[config.mk]
export PLATFORM = sky130hd
export DESIGN_NAME = io_stream_unit
export DESIGN_NICKNAME = d
export VERILOG_FILES = /design/src/rtl/io_pkg.sv /design/src/rtl/io_sync_fifo.sv /design/src/rtl/io_stream_unit.sv
export SDC_FILE = /design/constraint.sdc
export NUM_CORES = 1
export LEC_CHECK = 0
export ABC_AREA = 1
export BUFFER_PORTS_ARGS = -buffer_cell sky130_fd_sc_hd__buf_2
export CORE_UTILIZATION = 52
export CTS_CLUSTER_DIAMETER = 40
export CTS_CLUSTER_SIZE = 16
export DETAILED_ROUTE_END_ITERATION = 8
export GPL_TIMING_DRIVEN = 0
export PLACE_DENSITY = 0.74
export SLEW_MARGIN = 20
export SYNTH_ARGS = -nofsm -noshare
export SYNTH_HDL_FRONTEND = slang
export SYNTH_HIERARCHICAL = 1
export SYNTH_SLANG_ARGS = --single-unit
[constraint.sdc]
create_clock -name clk -period 2.7 [get_ports clk]
set_input_delay 0.27 -clock clk [delete_from_list [all_inputs] [get_ports clk]]
set_output_delay 0.27 -clock clk [all_outputs]
set_load 0.02 [all_outputs]
[src/rtl/io_pkg.sv]
// Shared state encodings and fixed output codes for the IO stream unit.
package io_pkg;

    typedef enum logic [1:0] {
        IN_IDLE,
        IN_RDY,
        IN_VAL
    } in_state_e;

    typedef enum logic [2:0] {
        OUT_IDLE,
        OUT_RDY,
        OUT_ACK,
        OUT_NEXT,
        OUT_SHIFT
    } out_state_e;

    localparam logic [3:0] SIGN_PREFIX = 4'b1111;
    localparam logic [4:0] FINISH_CODE = 5'b00110;

    function automatic logic [4:0] sign_code(input logic sign);
        return {SIGN_PREFIX, sign};
    endfunction

    // Octal drops the digit LSB; decimal carries the whole BCD nibble.
    function automatic logic [4:0] digit_code(input logic dec, input logic [3:0] digit);
        return dec ? {1'b1, digit} : {2'b10, digit[3:1]};
    endfunction

endpackage

[src/rtl/io_sync_fifo.sv]
// Small show-ahead FIFO: head is visible on data_o whenever not empty.
module io_sync_fifo #(
    parameter int WIDTH = 5,
    parameter int DEPTH = 4
) (
    input  logic                       clk,
    input  logic                       resetn,
    input  logic                       flush_i,
    input  logic                       push_i,
    input  logic [WIDTH-1:0]           data_i,
    input  logic                       pop_i,
    output logic [WIDTH-1:0]           data_o,
    output logic [$clog2(DEPTH):0]     level_o,
    output logic                       full_o,
    output logic                       empty_o
);

    localparam int AW = $clog2(DEPTH);

    logic [WIDTH-1:0] mem_q [DEPTH];
    logic [AW:0]      wr_q, wr_d;
    logic [AW:0]      rd_q, rd_d;
    logic             do_push;
    logic             do_pop;

    // Pointers carry an extra wrap bit so full and empty are distinguishable.
    assign level_o = wr_q - rd_q;
    assign full_o  = (level_o == (AW + 1)'(DEPTH));
    assign empty_o = (wr_q == rd_q);
    assign data_o  = empty_o ? '0 : mem_q[rd_q[AW-1:0]];

    assign do_push = push_i && !full_o && !flush_i;
    assign do_pop  = pop_i && !empty_o && !flush_i;

    always_comb begin
        wr_d = wr_q;
        rd_d = rd_q;
        if (flush_i) begin
            wr_d = '0;
            rd_d = '0;
        end else begin
            if (do_push) wr_d = wr_q + 1'b1;
            if (do_pop)  rd_d = rd_q + 1'b1;
        end
    end

    always_ff @(posedge clk or negedge resetn) begin
        if (!resetn) begin
            wr_q <= '0;
            rd_q <= '0;
        end else begin
            wr_q <= wr_d;
            rd_q <= rd_d;
        end
    end

    always_ff @(posedge clk) begin
        if (do_push) mem_q[wr_q[AW-1:0]] <= data_i;
    end

endmodule

[src/rtl/io_stream_unit.sv]
// Paper-tape style IO channel: handshaked code input into a FIFO, and a
// sign/digit/finish code stream out to a device, one direction at a time.
module io_stream_unit
    import io_pkg::*;
#(
    parameter int                CODE_W     = 5,
    parameter int                FIFO_DEPTH = 4,
    parameter int                OCT_DIGITS = 10,
    parameter int                DEC_DIGITS = 7,
    parameter logic [CODE_W-1:0] END_CODE   = CODE_W'(5'b00111)
) (
    input  logic                          clk,
    input  logic                          resetn,
    input  logic                          start_input_i,
    input  logic                          stop_input_i,
    input  logic                          start_output_i,
    input  logic                          stop_output_i,
    input  logic                          dec_mode_i,
    output logic                          in_rdy_o,
    input  logic                          in_val_i,
    input  logic [CODE_W-1:0]             in_data_i,
    output logic                          code_valid_o,
    output logic [CODE_W-1:0]             code_data_o,
    input  logic                          code_pop_i,
    output logic [$clog2(FIFO_DEPTH):0]   fifo_level_o,
    output logic                          overflow_o,
    output logic                          out_rdy_o,
    input  logic                          out_ack_i,
    output logic [CODE_W-1:0]             out_data_o,
    input  logic                          sign_i,
    input  logic [3:0]                    digit_i,
    output logic                          shift_req_o,
    input  logic                          shift_done_i,
    output logic                          out_finish_o,
    output logic                          input_active_o,
    output logic                          output_active_o
);

    localparam int MAX_N = (OCT_DIGITS > DEC_DIGITS) ? OCT_DIGITS : DEC_DIGITS;
    localparam int IDX_W = $clog2(MAX_N + 2);
    localparam logic [IDX_W-1:0] OCT_N = IDX_W'(OCT_DIGITS);
    localparam logic [IDX_W-1:0] DEC_N = IDX_W'(DEC_DIGITS);

    in_state_e        in_state_q, in_state_d;
    logic             end_q, end_d;
    logic             ovf_q, ovf_d;
    logic             val_prev_q;

    out_state_e       out_state_q, out_state_d;
    logic [IDX_W-1:0] idx_q, idx_d;
    logic             mode_q, mode_d;
    logic [CODE_W-1:0] out_data_q, out_data_d;

    logic             fifo_push, fifo_flush, fifo_full, fifo_empty;
    logic             start_in_acc, start_out_acc;
    logic             shift_req, finish;
    logic [IDX_W-1:0] n_last, load_idx;
    logic [4:0]       load_code;

    // Input takes priority when both directions are started together.
    assign start_in_acc  = start_input_i && !stop_input_i && (out_state_q == OUT_IDLE);
    assign start_out_acc = start_output_i && !stop_output_i && (out_state_q == OUT_IDLE)
                           && (in_state_q == IN_IDLE) && !start_in_acc;

    io_sync_fifo #(
        .WIDTH (CODE_W),
        .DEPTH (FIFO_DEPTH)
    ) u_fifo (
        .clk     (clk),
        .resetn  (resetn),
        .flush_i (fifo_flush),
        .push_i  (fifo_push),
        .data_i  (in_data_i),
        .pop_i   (code_pop_i),
        .data_o  (code_data_o),
        .level_o (fifo_level_o),
        .full_o  (fifo_full),
        .empty_o (fifo_empty)
    );

    assign code_valid_o   = !fifo_empty;
    assign overflow_o     = ovf_q;
    assign in_rdy_o       = (in_state_q == IN_RDY) && !fifo_full;
    assign input_active_o = (in_state_q != IN_IDLE);

    always_comb begin
        in_state_d = in_state_q;
        end_d      = end_q;
        ovf_d      = ovf_q;
        fifo_push  = 1'b0;
        fifo_flush = 1'b0;
        unique case (in_state_q)
            IN_RDY: begin
                if (in_val_i && !fifo_full) begin
                    fifo_push  = 1'b1;
                    end_d      = (in_data_i == END_CODE);
                    in_state_d = IN_VAL;
                end else if (in_val_i && !val_prev_q && fifo_full) begin
                    ovf_d = 1'b1;
                end
            end
            IN_VAL: begin
                if (!in_val_i) begin
                    in_state_d = end_q ? IN_IDLE : IN_RDY;
                    end_d      = 1'b0;
                end
            end
            default: ;
        endcase
        if (start_in_acc) begin
            in_state_d = IN_RDY;
            fifo_flush = 1'b1;
            ovf_d      = 1'b0;
            end_d      = 1'b0;
        end
        // A handshake completing in the stop cycle is still stored.
        if (stop_input_i) begin
            in_state_d = IN_IDLE;
            end_d      = 1'b0;
        end
    end

    always_ff @(posedge clk or negedge resetn) begin
        if (!resetn) begin
            in_state_q <= IN_IDLE;
            end_q      <= 1'b0;
            ovf_q      <= 1'b0;
            val_prev_q <= 1'b0;
        end else begin
            in_state_q <= in_state_d;
            end_q      <= end_d;
            ovf_q      <= ovf_d;
            val_prev_q <= in_val_i;
        end
    end

    // Code to present on the next RDY entry; NEXT still holds the old index.
    assign n_last    = mode_q ? DEC_N : OCT_N;
    assign load_idx  = (out_state_q == OUT_NEXT) ? idx_q + 1'b1 : idx_q;
    assign load_code = (load_idx <= n_last) ? digit_code(mode_q, digit_i) : FINISH_CODE;

    assign out_rdy_o       = (out_state_q == OUT_RDY);
    assign out_data_o      = out_data_q;
    assign output_active_o = (out_state_q != OUT_IDLE);
    assign shift_req_o     = shift_req;
    assign out_finish_o    = finish;

    always_comb begin
        out_state_d = out_state_q;
        idx_d       = idx_q;
        mode_d      = mode_q;
        out_data_d  = out_data_q;
        shift_req   = 1'b0;
        finish      = 1'b0;
        unique case (out_state_q)
            OUT_IDLE: begin
                if (start_out_acc) begin
                    out_state_d = OUT_RDY;
                    idx_d       = '0;
                    mode_d      = dec_mode_i;
                    out_data_d  = CODE_W'(sign_code(sign_i));
                end
            end
            OUT_RDY: begin
                if (out_ack_i) out_state_d = OUT_ACK;
            end
            OUT_ACK: begin
                if (!out_ack_i) out_state_d = OUT_NEXT;
            end
            OUT_NEXT: begin
                if (idx_q == '0) begin
                    idx_d       = load_idx;
                    out_data_d  = CODE_W'(load_code);
                    out_state_d = OUT_RDY;
                end else if (idx_q <= n_last) begin
                    shift_req = 1'b1;
                    idx_d     = load_idx;
                    if (shift_done_i) begin
                        out_data_d  = CODE_W'(load_code);
                        out_state_d = OUT_RDY;
                    end else begin
                        out_state_d = OUT_SHIFT;
                    end
                end else begin
                    finish      = 1'b1;
                    idx_d       = '0;
                    out_data_d  = '0;
                    out_state_d = OUT_IDLE;
                end
            end
            OUT_SHIFT: begin
                if (shift_done_i) begin
                    out_data_d  = CODE_W'(load_code);
                    out_state_d = OUT_RDY;
                end
            end
            default: out_state_d = OUT_IDLE;
        endcase
        if (stop_output_i) begin
            out_state_d = OUT_IDLE;
            idx_d       = '0;
            out_data_d  = '0;
            shift_req   = 1'b0;
            finish      = 1'b0;
        end
    end

    always_ff @(posedge clk or negedge resetn) begin
        if (!resetn) begin
            out_state_q <= OUT_IDLE;
            idx_q       <= '0;
            mode_q      <= 1'b0;
            out_data_q  <= '0;
        end else begin
            out_state_q <= out_state_d;
            idx_q       <= idx_d;
            mode_q      <= mode_d;
            out_data_q  <= out_data_d;
        end
    end

endmodule

# Yosys cells after proc, flatten, opt, wreduce, memory -nomap -nowiden
# Memory sizes are Yosys's and may differ from the RTL's.
# Cells that the tools add are included.
[word_totals]
inputBits = 21
elab_cells = 129
ram_bits = 20
memories = 1
out_inout_bits = 21
ff_bits = 24
[classes]
mux = 57
n_eq_ne = 16
magnitude_cmp = 2
n_reduce_logical = 39
n_addsub = 4
[mem_list]
columns = ["memory", "depth", "width", "rd", "rd_clocked_by_memory_dff", "wr", "line", "source"]
rows = [
  ["u_fifo.mem_q", 4, 5, 1, 0, 1, "io_sync_fifo.sv:20", "logic [WIDTH-1:0] mem_q [DEPTH];"],
]
[ops]
columns = ["op", "n"]
rows = [
  ["$mux 3", 12],
  ["$mux 5", 7],
  ["$mux 4", 7],
  ["$mux 1", 22],
  ["$pmux 3 s5", 1],
  ["$pmux 5 s3", 1],
  ["$logic_and 1x1->1", 14],
  ["$reduce_bool 2->1", 5],
  ["$ne 3x3->1 const B", 3],
  ["$le 4x4->1", 2],
  ["$mux 2", 4],
  ["$pmux 4 s2", 1],
  ["$reduce_bool 4->1", 2],
  ["$logic_not 1->1", 7],
  ["$add 3x1->3 const B", 2],
  ["$eq 3x2->1 const B", 2],
  ["$eq 3x3->1 const B", 2],
  ["$reduce_and 2->1", 3],
  ["$reduce_and 3->1", 2],
  ["$reduce_bool 3->1", 2],
  ["$eq 5x3->1 const B", 1],
  ["$add 4x1->4 const B", 1],
  ["$logic_not 4->1", 1],
  ["$ne 4x3->1 const B", 1],
  ["other kinds (13)", 13],
]

# Longest topological paths before layout
[depth]
ltp_word = 10
ltp_mapped = 17
depth_no_buf = 17

# Modules after synthesis
# The synthesis kept the hierarchy.
[modules_own_cells]
columns = ["mod", "instances", "cells_per_inst", "area_per_inst_um2", "seq_area_each_um2"]
rows = [
  ["io_stream_unit", 1, 211, 1510.2, 450.4],
  ["io_sync_fifo", 1, 126, 1340.0, 750.7],
]

# Least setup slack after synthesis
# OpenSTA, ideal clock, no wires.
[synth_path]
path_type = "register -> register"
start = "register u_fifo.wr_q[0]"
end = "memory u_fifo.mem_q[0][0] (enable)"
setup_ns = 0.339
stages_incl_launch_ff = 10
t_required_ns = 2.361
n_path_buf = 0
period_less_slack_ns = 2.754
slack_ns = -0.054
arrival_time_ns = 2.414
path_cell_list = "dfrtp_1 > inv_1 > ha_1 > fa_1 > nand3b_4 > nand3_4 > inv_1 > nor3_1 > nand3_4 > nor2_1"
[synth_via]
elab_chain_cells = 10
[synth_lines]
columns = ["element", "line", "source"]
rows = [
  ["start: declaration", "io_sync_fifo.sv:21", "logic [AW:0] wr_q, wr_d;"],
  ["start signal: assignment", "io_sync_fifo.sv:52", "wr_q <= wr_d;"],
  ["$sub 3x3->3", "io_sync_fifo.sv:27", "assign level_o = wr_q - rd_q;"],
  ["$eq 3x3->1", "io_sync_fifo.sv:28", "assign full_o = (level_o == (AW + 1)'(DEPTH));"],
  ["named net fifo_full", "io_stream_unit.sv:54", "logic fifo_push, fifo_flush, fifo_full, fifo_empty;"],
  ["$logic_not 1->1", "io_stream_unit.sv:94", "if (in_val_i && !fifo_full) begin"],
  ["$logic_and 1x1->1", "io_stream_unit.sv:94", ""],
  ["$mux 1", "io_stream_unit.sv:94", ""],
  ["$mux 1", "io_stream_unit.sv:92", "unique case (in_state_q)"],
  ["named net fifo_push", "io_stream_unit.sv:54", ""],
  ["$logic_and 1x1->1 (2 in series)", "io_sync_fifo.sv:32", "assign do_push = push_i && !full_o && !flush_i;"],
  ["$mux 1", "io_sync_fifo.sv:58", "if (do_push) mem_q[wr_q[AW-1:0]] <= data_i;"],
  ["$mux 1 (not written as such)", "io_sync_fifo.sv:58", ""],
  ["end: declaration", "io_sync_fifo.sv:20", ""],
]
# The timed path passes the listed nets, and every way through them passes these cells.

# Worst setup path after layout
[layout_path]
start = "register u_fifo.wr_q[0]"
end = "memory u_fifo.mem_q[2][1] (enable)"
# The elaborated chain is that of the path after synthesis.

==> reports/summary.txt <==
fin area -> 3326 um2
R2R Path End -> u_fifo/mem_q[2][1]
main combinational cell family by area after synthesis -> simple AND/OR/NAND/NOR gates
synth cell count leaders -> nand2_1, nor2_1, inv_1, dfrtp_1, nand3_1
Tcrit/Tclk final -> 0.9248
Fillers -> 464
adder-cell share of the synthesized area -> 0.08604
htree depth -> 2
Post-synth EDFFs -> 20
Pins Over Slew Limit -> 0
largest cells by area after synthesis -> dfrtp_1, edfxtp_1, nand2_1
hold path endpoint -> val_prev_q
synthesized net count -> 377
Worst Path Max Fanout -> 6
dpl cells -> 447
gpl congestion -> 0.8552
Core ar. -> 5205 um2
cell internal pwr -> 1.737 mW
Crit. End Element -> register
routed vias/inst -> 5.247
DP Wirelength -> 4377 um
first-pass GRT wire length -> 10390 um
DR WL met3 -> 172 um
library cells used by synthesis -> 38
clk_skew -> 6.115 ps
via count -> 2403
FP Rows -> 26
Final Non-Filler Cells -> 458
clk root buf -> clkbuf_8
# DRC -> 0
die area -> 5781 um2
Compound-Gate Fraction of Synth Area -> 0.08911
xor-xnor portion of the synthesized cell area -> 0.01536
Net Switching -> 1.557 mW
Max Used Layer -> met4
dominant synthesized flop cell -> dfrtp_1
minimum clock period -> 2497 ps
largest net degree at the start of global routing -> 25
Comb power frac -> 0.543
pwr/cell area -> 990.6 nW/um2
Worst-Margin Slew -> 580.0 ps
R2R depth -> 9
sequential power share -> 0.294
RSZ-0062 raised after global routing -> no
CP required -> 2690 ps
vias in the first global route -> 2419
FF+latch area -> 1201 um2
worst min-delay path category -> in -> reg
share of layout cells above drive strength 1 -> 0.2448
Critical Path Start Type -> register
Reg2Reg Setup Slack -> 200 ps
initial antenna violation count -> 0
Sw Ratio -> 0.4727
cell depth of the worst min-delay path -> 1
Port Buffer Count -> 40
post-synth top area cell -> dfrtp_1
antenna-violating nets left -> 0
gr usage total -> 0.2233
setup TNS -> 0 ps
initial drt markers -> 106
status -> completed
peak supply drop -> 431.9 uV
Post-Route WL -> 5831 um
Fin. Hold Viols -> 0
total of max-cap violations -> 0
count leader, synth -> nand2_1
Net count, final -> 427
Clock Latency Late Sink -> 300 ps
clock buffer count from CTS -> 5
wl on met1 -> 2625 um
syn avg cell area -> 8.458 um2
final antenna diode count -> 0
Max Clk Rate -> 400.5 MHz
mux contribution to synthesized area -> 0.003512
Post-Synth Simple-Gate Area -> 0.3134
ys async rst share -> 0.5455
warnings from Yosys -> 6
synthesized area -> 2850 um2
Mapped Cells -> 337
final setup fails -> 0
I/O Pins -> 42
Setup CP Type -> reg -> reg
Multi-input gate area -> 1488 um2
Synth Register Bits -> 44
largest buffer count on any clock path -> 2
Die Span Y -> 76.04 um
Slew headroom -> 0.6133
Hold Slack -> 110.2 ps
TritonRoute pass-1 iters -> 4
Initial Util -> 0.5476
Overall Power -> 3.295 mW
Leak Pwr -> 1.612 nW
RR Startpoint -> u_fifo/wr_q[0]
WP data arrival -> 2490 ps
CTS tree -> done
met2 WL -> 2927 um
clock share of power -> 0.163
Avg WL per Cell -> 12.73 um
P&R area growth vs syn -> 16.68%
Sink Count -> 44
die width -> 76.04 um
total grt overflow -> 0
clk slew on worst S/H paths -> 80 ps
post-synth top area share -> 0.2107
placed cell area -> 3143 um2
Seq/Total Area, Yosys -> 0.4214
HP Start -> in_val_i
==> power by group through the flow <==
stage	clock network, mW	registers [mW]	logic, mW
after floorplan	0	1.00	1.25
after global placement	0	0.978	1.69
after detailed placement	0	0.983	1.74
after CTS	0.545	0.968	1.76
after global routing	0.573	0.991	2.01
final	0.536	0.969	1.79
==> layout make-up <==
| class | count | share of cell area |
|---|---|---|
| clock inverters | 2 | 0.01166 |
| plain buffers | 5 | 0.007901 |
| multi-input cells | 241 | 0.4473 |
| clock buffers | 6 | 0.02483 |
| repair buffers | 43 | 0.06772 |
| flip-flops and latches | 44 | 0.3612 |
| well taps | 70 | 0.02634 |
| inverters | 47 | 0.05305 |
==> state kept, by name, indices dropped and copies added, names as in the netlist <==
register / flops
idx_q: 4
mode_q: 1
u_fifo/rd_q: 3
in_state_q: 2
u_fifo/wr_q: 3
val_prev_q: 1
end_q: 1
overflow_o: 1
out_state_q: 3
u_fifo/mem_q: 20
out_data_o: 5
==> per-layer routing <==
| metal | vias to the layer above | track usage |
|---|---|---|
| li1 | 1207 | - |
| met1 | 1128 | 0.2746 |
| met2 | 54 | 0.3982 |
| met3 | 14 | 0.02635 |
| met4 | 0 | 0.09038 |
| met5 | - | 0 |
==> metrics by stage <==
stage          setup WS, ps    util
5_1_grt               30.25  0.6389
3_3_place_gp         -202.9  0.6038
2_1_floorplan         135.6       -
3_5_place_dp         -276.2  0.6038
6_report              203.1  0.6389
4_1_cts              -52.02  0.6322
==> kinds of logic (layout without fill, tap and decap cells) <==
logic type | Yosys count | count (layout)
mux | 1 | 1
compound gates | 45 | 45
fa+ha+maj | 19 | 19
buf+inv | 52 | 103
xor+xnor | 5 | 5
simple gates | 171 | 171
flops | 44 | 44
==> cells in the final DEF, fill, tap and decap left out, types with 6 or more instances in the layout <==
master	netlist	final
nand4_1	7	7
nand3_1	23	23
buf_2	3	43
dfrtp_1	24	24
o21ai_0	18	18
clkbuf_8	0	6
nand2_2	11	11
nand2_1	63	63
nor2_1	46	42
ha_1	18	18
nor2_4	2	6
edfxtp_1	20	20
inv_1	42	41
a21oi_1	16	16
inv_2	5	6
==> critical path: stages (launching register included) <==
cell      delay (ps)
dfrtp_1          400
inv_1            110
ha_1             240
fa_1             470
nand3b_4         190
nand3_4          110
inv_2             80
nor3_4           200
nand3_4          180
nor2_4           210
==> what timing repair did <==
| item | in CTS | in global routing |
|---|---|---|
| hold endpoints to repair | 24 | 0 |
| resized for setup | 5 | 5 |
| hold buffers | 1 | 0 |
| pin swaps | 0 | 1 |
| endpoints found under the setup margin | 20 | 22 |
| setup buffers | 0 | 2 |
==> how the worst max path moves through the flow <==
stage,start,end,cells after the start
finish,u_fifo/wr_q[0],u_fifo/mem_q[2][1],9
global route,u_fifo/wr_q[0],in_state_q[0],12
CTS,u_fifo/wr_q[0],u_fifo/mem_q[1][4],9
detailed placement,u_fifo/wr_q[0],u_fifo/mem_q[1][3],9
global placement,u_fifo/wr_q[0],u_fifo/mem_q[1][3],9
floorplan,u_fifo/wr_q[0],u_fifo/mem_q[0][0],9
Power figures use the tool's default switching activity.
